<file path="config.mk">
export PLATFORM = sky130hd
export DESIGN_NAME = branch_check_multi
export DESIGN_NICKNAME = d
export VERILOG_FILES = /design/src/rtl/branch_check_multi.sv
export SDC_FILE = /design/constraint.sdc
export NUM_CORES = 1
export LEC_CHECK = 0
export CELL_PAD_IN_SITES_DETAIL_PLACEMENT = 1
export CELL_PAD_IN_SITES_GLOBAL_PLACEMENT = 2
export CORE_MARGIN = 1.5
export CORE_UTILIZATION = 30
export CTS_BUF_LIST = sky130_fd_sc_hd__clkbuf_8 sky130_fd_sc_hd__clkbuf_16
export CTS_CLUSTER_SIZE = 8
export DETAILED_ROUTE_END_ITERATION = 10
export PLACE_DENSITY_LB_ADDON = 0.1
export SETUP_SLACK_MARGIN = 0.4
export SYNTH_ARGS = -nofsm -noshare
export SYNTH_HDL_FRONTEND = slang
export SYNTH_SLANG_ARGS = --single-unit
</file>
<file path="constraint.sdc">
create_clock -name clock -period 5.3 [get_ports clock]
set_input_delay 1.06 -clock clock [delete_from_list [all_inputs] [get_ports clock]]
set_output_delay 1.06 -clock clock [all_outputs]
set_load 0.1 [all_outputs]
</file>
<file path="src/rtl/branch_check_multi.sv">
// Multi-entry branch hit detector: compares the PC against programmable origins,
// registers the lowest-index hit and runs a per-entry loop counter for taken/not-taken.
module branch_check_multi #(
   parameter int PC_WIDTH    = 10,
   parameter int NUM_ENTRIES = 4,
   parameter int INDEX_WIDTH = 2,
   parameter int COUNT_WIDTH = 8
) (
   input  logic                   clock,
   input  logic                   reset,
   input  logic [PC_WIDTH-1:0]    PC,
   input  logic                   cfg_we,
   input  logic [INDEX_WIDTH-1:0] cfg_index,
   input  logic [PC_WIDTH-1:0]    cfg_origin,
   input  logic [PC_WIDTH-1:0]    cfg_destination,
   input  logic [COUNT_WIDTH-1:0] cfg_count,
   input  logic                   cfg_enable,
   output logic                   hit,
   output logic                   taken,
   output logic [INDEX_WIDTH-1:0] hit_index,
   output logic [PC_WIDTH-1:0]    branch_destination
);

   logic [PC_WIDTH-1:0]    origin [NUM_ENTRIES];
   logic [PC_WIDTH-1:0]    dest   [NUM_ENTRIES];
   logic [COUNT_WIDTH-1:0] reload [NUM_ENTRIES];
   logic [COUNT_WIDTH-1:0] count  [NUM_ENTRIES];
   logic [NUM_ENTRIES-1:0] en;

   logic                   any_match;
   logic [INDEX_WIDTH-1:0] win;
   logic [PC_WIDTH-1:0]    win_dest;
   logic [COUNT_WIDTH-1:0] win_count;
   logic [COUNT_WIDTH-1:0] win_reload;

   // Scan from the top down so the lowest matching index is the last to overwrite.
   always_comb begin
      any_match  = 1'b0;
      win        = '0;
      win_dest   = '0;
      win_count  = '0;
      win_reload = '0;
      for (int i = NUM_ENTRIES - 1; i >= 0; i--) begin
         if (en[i] && (PC == origin[i])) begin
            any_match  = 1'b1;
            win        = INDEX_WIDTH'(i);
            win_dest   = dest[i];
            win_count  = count[i];
            win_reload = reload[i];
         end
      end
   end

   // A write to the winning entry takes precedence over its counter update.
   always_ff @(posedge clock or posedge reset) begin
      if (reset) begin
         for (int i = 0; i < NUM_ENTRIES; i++) begin
            origin[i] <= '0;
            dest[i]   <= '0;
            reload[i] <= '0;
            count[i]  <= '0;
            en[i]     <= 1'b0;
         end
      end else begin
         for (int i = 0; i < NUM_ENTRIES; i++) begin
            if (cfg_we && (cfg_index == INDEX_WIDTH'(i))) begin
               origin[i] <= cfg_origin;
               dest[i]   <= cfg_destination;
               reload[i] <= cfg_count;
               count[i]  <= cfg_count;
               en[i]     <= cfg_enable;
            end else if (any_match && (win == INDEX_WIDTH'(i))) begin
               if (win_count != '0) count[i] <= win_count - 1'b1;
               else                 count[i] <= win_reload;
            end
         end
      end
   end

   always_ff @(posedge clock or posedge reset) begin
      if (reset) begin
         hit                <= 1'b0;
         taken              <= 1'b0;
         hit_index          <= '0;
         branch_destination <= '0;
      end else begin
         hit                <= any_match;
         taken              <= any_match && (win_count != '0);
         hit_index          <= win;
         branch_destination <= win_dest;
      end
   end

endmodule

</file>
# --- Yosys cells after proc, flatten, opt, wreduce, memory -nomap -nowiden ---
# Cells that the tools add are included.
classes:
  addsub: 1
  n_eq_ne: 10
  n_mux: 29
  reduce_logical: 20
op_table:
  columns: ["operator", "count"]
  rows:
  - ["$mux W8", 17]
  - ["$eq A10 B10 Y1", 4]
  - ["$mux W10", 4]
  - ["$logic_and A1 B1 Y1", 13]
  - ["$eq A2 B2 Y1 const B", 4]
  - ["$mux W2", 4]
  - ["$reduce_bool A2 Y1", 4]
  - ["$reduce_bool A8 Y1", 1]
  - ["$sub A8 B1 Y8 const B", 1]
  - ["$eq A2 B1 Y1 const B", 2]
  - ["$logic_not A2 Y1", 2]
  - ["$mux W1", 4]
word_totals:
  regBits: 162
  out_inout_bits: 14
  elab_cells: 84

# --- Logic depth before layout (Yosys ltp) ---
logic_depth:
  ltp_word: 10
  ltp_mapped: 18
  depth_no_buf: 14

# --- Least setup slack after synthesis ---
# Ideal clock, no wire load.
synth_path:
  path_type: "input-to-reg"
  startpoint: "input port PC[3]"
  endpoint: "register count[19] (netlist bit)"
  setup_ps: 83
  arrival_ps: 4067
  slack_ps: 1150
  path_stages: 16
  path_buffers: 3
  path_cell_list: "buf_4 > xnor2_4 > nand4_4 > or3_1 > buf_6 > buf_6 > a311oi_2 > a2bb2oi_2 > ha_1 > a21boi_0 > o21a_1 > nand3_1 > nor3_4 > mux2i_1 > mux2i_1 > o21ai_0"
synth_via:
  elab_chain_cells: 10
  word_cells_on_any_way: 32
synth_lines:
  columns: ["item", "line_no", "text"]
  rows:
  - ["start, declared", "11", "input logic [PC_WIDTH-1:0] PC,"]
  - ["$eq A10 B10 Y1", "44", "if (en[i] && (PC == origin[i])) begin"]
  - ["$logic_and A1 B1 Y1", "44", null]
  - ["$mux W8 (4 in a row)", "44", null]
  - ["$sub A8 B1 Y8 or $reduce_bool A8 Y1 (tied branches)", "73", "if (win_count != '0) count[i] <= win_count - 1'b1;"]
  - ["$mux W8", "73", null]
  - ["$mux W8", "72", "end else if (any_match && (win == INDEX_WIDTH'(i))) begin"]
  - ["$mux W8", "66", "if (cfg_we && (cfg_index == INDEX_WIDTH'(i))) begin"]
  - ["end signal, assigned by index", "70", "count[i] <= cfg_count;"]
  - ["end signal, assigned by index", "73", null]
  - ["end signal, assigned by index", "74", "else count[i] <= win_reload;"]
  - ["end, declared", "27", "logic [COUNT_WIDTH-1:0] count [NUM_ENTRIES];"]
# Parallel ways exist; a longest one is shown, timed or not. The select of a mux whose other input is x is not followed.
# A chain may end at the register's enable or synchronous reset.

# --- Final worst setup path ---
layout_path:
  startpoint: "input port PC[3]"
  endpoint: "register count[3] (netlist bit)"
# Same word-level chain as after synthesis.

==> metrics.md <==
| Metric | Value |
|---|---|
| Hold Path Sink | `dest[24]` |
| Maximum buffer depth of the clock tree | `2` |
| Synthesized netlist cell count | `969` |
| Areal power density over the cells | `330 nW/um^2` |
| Layout Area Growth over Synthesis | `19.5%` |
| Initial cell density of the core | `0.307` |
| Sequential cell area fraction in the yosys report | `0.487` |
| Core Footprint | `27100 um^2` |
| Post-route ant nets | `0` |
| Minimum period implied by the final worst setup slack | `4.67 ns` |
| Final slew viol count | `0` |
| Class of the worst hold path | `register to register` |
| Setup Fix Bufs, Post-CTS | `0` |
| Slew at the pin closest to its max-slew limit | `1.12 ns` |
| CTS sink count | `162` |
| DP Worst Slack | `0.227 ns` |
| Element type at the critical path end | `register` |
| Cts bufs inserted | `17` |
| Mean instance size in the synthesized netlist | `8.59 um^2` |
| Outcome | `complete, no violations` |
| Post-Route WL | `30.0 mm` |
| Hold path depth | `2` |
| Worst VDD drop | `0.000211 V` |
| FILL cells | `3173` |
| Max Fanout on Critical Path | `13` |
| Number of warnings printed during yosys synthesis | `0` |
| Number of cell rows | `60` |
| Net count, final | `1060` |
| Asr flop ratio synth | `1.00` |
| TritonCTS clock tree | `built` |
| Mapped cell area | `8330 um^2` |
| Setup repair after global routing missed its margin | `false` |
| Number of H-tree levels | `4` |
| DRC viols | `0` |
| Antenna cell count | `0` |
| Final worst setup slack | `0.634 ns` |
| Count of port buffers added during placement | `57` |
| Data required, critical path | `5.66 ns` |
| Setup-violating endpoint count in the final report | `0` |
| Count of endpoints failing hold in the final timing report | `0` |
| Number of violations reported at the end of detailed-routing iteration 0 | `435` |
| RePlAce Congestion | `0.827` |
| Type of the worst setup path | `input pin to register` |
| Die extent in x | `170 um` |
| Worst endpoint data arrival time | `5.02 ns` |
| Startpoint class of the critical path | `input pin` |
| Yosys reg bits | `162` |
| Post-Synthesis Net Count | `1015` |
| Setup Skew | `0.0148 ns` |
| Length of the first detailed-routing pass in iterations | `4` |
| Final setup TNS | `0 ns` |
| Unique cell type count in the Yosys netlist | `68` |
| Die extent in y | `170 um` |
| Post-synth top flop | `dfrtp_1` |
| Master cell of the clock root buffer | `clkbuf_16` |
| Ports | `58` |
| Final HPWL from detailed placement | `20.0 mm` |
| Total routing usage reported by global routing | `0.220` |
| Max-slew headroom | `0.251` |
| Vias in the first global route | `7440` |
| Clock network latency to the later pin of the worst-skew pair | `0.44 ns` |
| Final clock period utilization by the worst path | `0.880` |
| Area enclosed by the die boundary | `28800 um^2` |
| Slack of the worst reg-to-reg path | `1.53 ns` |
| Max-cap violations | `0` |
| Global-route wire length before repair | `46.6 mm` |
| Leftover overflow at the end of global routing | `0` |
| Maximum number of pins on one net before global-route repair | `163` |
| Worst R2R Start | `origin[23]` |
| Number of antenna violations at the first check in global routing | `0` |
| Routed length per placed instance | `21.4 um` |
| Post-synth EDFFs | `0` |
| Reg2Reg Capture Point | `count[3]` |
| Clock input transition at the sequential cells of the worst setup and hold paths | `0.06 ns` |
| Total vias in the final route | `7102` |
| Leakage power total | `4.54 nW` |
| Worst min-delay path startpoint | `dest[24]` |
| Depth of the worst register-to-register path | `14` |
| Max Clk Rate | `214 MHz` |
| Vias per std cell | `5.08` |
| Share of post-route cells with drive strength above 1 | `0.106` |
## per-layer routing
metal	global-route usage	vias to the layer above	part of all wire
met5	0	-	0
met4	0.0531	0	0.012
met3	0.0385	23	0.036
met2	0.346	130	0.46
met1	0.314	3621	0.49
li1	-	3328	-
## worst max-delay path, cell delays in order
cell             delay [ns]
clkdlybuf4s50_1        0.61
xnor2_1                0.44
nand4_1                0.25
or3_1                  0.48
o21ai_0                0.24
a2bb2oi_2              0.19
ha_1                   0.21
a21boi_0               0.19
o21a_1                 0.19
nand3_1                0.12
nor3_4                 0.14
buf_4                  0.25
mux2i_1                0.35
mux2i_1                0.13
o21ai_1                0.16
## flip-flops by register name, summed over array words and instances, names as in the netlist, 2 cells and up
name                cells
origin                 40
hit_index               2
en                      4
reload                 32
count                  32
dest                   40
branch_destination     10
## final cells by class
| cell class | instances | area (um^2) | area share |
|---|---|---|---|
| Sequential cell | 162 | 4050 | 0.407 |
| Multi-Input combinational cell | 735 | 3990 | 0.401 |
| Timing Repair Buffer | 89 | 823 | 0.0827 |
| Tap cell | 372 | 465 | 0.0468 |
| Clock buffer | 17 | 425 | 0.0428 |
| Clock inverter | 15 | 150 | 0.0151 |
| Inverter | 9 | 37.5 | 0.00377 |
## cell usage after synthesis, drive strengths merged, types with 8 or more instances
library cell	number	area (um^2)
a21oi	27	139
and3	8	50.1
buf	19	150
clkbuf	44	165
dfrtp	162	4050
inv	9	33.8
mux2i	19	190
nand2	394	1480
nand3	43	233
nand4	18	143
nor2	33	126
nor3	14	86.3
o211ai	8	70.1
o21ai	47	235
xnor2	40	448
## layout by cell type, fill, tap and decap left out, types with 7 or more instances in the layout
| cell type | instances |
|---|---|
| buf_4 | 31 |
| mux2i_1 | 19 |
| nor3_2 | 7 |
| dfrtp_1 | 162 |
| xnor2_1 | 32 |
| o21ai_0 | 36 |
| nand2_1 | 394 |
| nand4_1 | 16 |
| nand3_1 | 40 |
| o21ai_1 | 11 |
| clkbuf_16 | 17 |
| a21oi_1 | 26 |
| inv_1 | 8 |
| clkdlybuf4s50_1 | 57 |
| and3_1 | 7 |
| nor2_1 | 30 |
## how the worst max path moves through the flow
stage | to | depth (start not counted) | from | slack (ns)
after floorplan | count[19] | 16 | PC[3] | 1.15
after global placement | count[19] | 15 | PC[3] | 0.32
after detailed placement | count[27] | 15 | PC[3] | 0.23
after CTS | count[3] | 15 | PC[3] | 0.66
after global routing | count[11] | 15 | PC[3] | 0.43
final | count[3] | 15 | PC[3] | 0.63
## kinds of logic (layout without fill, tap and decap cells)
kind of cell    Yosys count  count (layout)  synth area share
mux                      19              19            0.0228
simple gates            542             542             0.282
flops                   162             162             0.487
buf+inv                  72             130            0.0419
xor+xnor                 44              44            0.0580
fa+ha+maj                 2               2           0.00300
compound gates          128             128             0.106
## per-stage QoR
step,instance area (um^2),util,std cells,hold WS (ns),total power [W]
after global routing,9950,0.367,1399,0.487,0.00345
after floorplan,8330,-,969,0.440,0.00186
after global placement,9360,0.345,1367,0.456,0.00205
after CTS,9940,0.367,1399,0.474,0.00332
final,9950,0.367,1399,0.470,0.00328
after detailed placement,9360,0.345,1367,0.457,0.00206
## report_power, final
group / total, W / leakage, nW / internal, W / switching, W
logic: 0.000477 / 2.22 / 0.000193 / 0.000285
registers: 0.00156 / 2.04 / 0.00142 / 0.000142
clock network: 0.00125 / 0.273 / 0.000661 / 0.000587
## timing repair
action	CTS	global route
setup endpoints to repair	0	2
hold buffers	0	0
hold endpoints to repair	0	0
gates resized for setup	0	2
(Power assumes the default switching activity.)
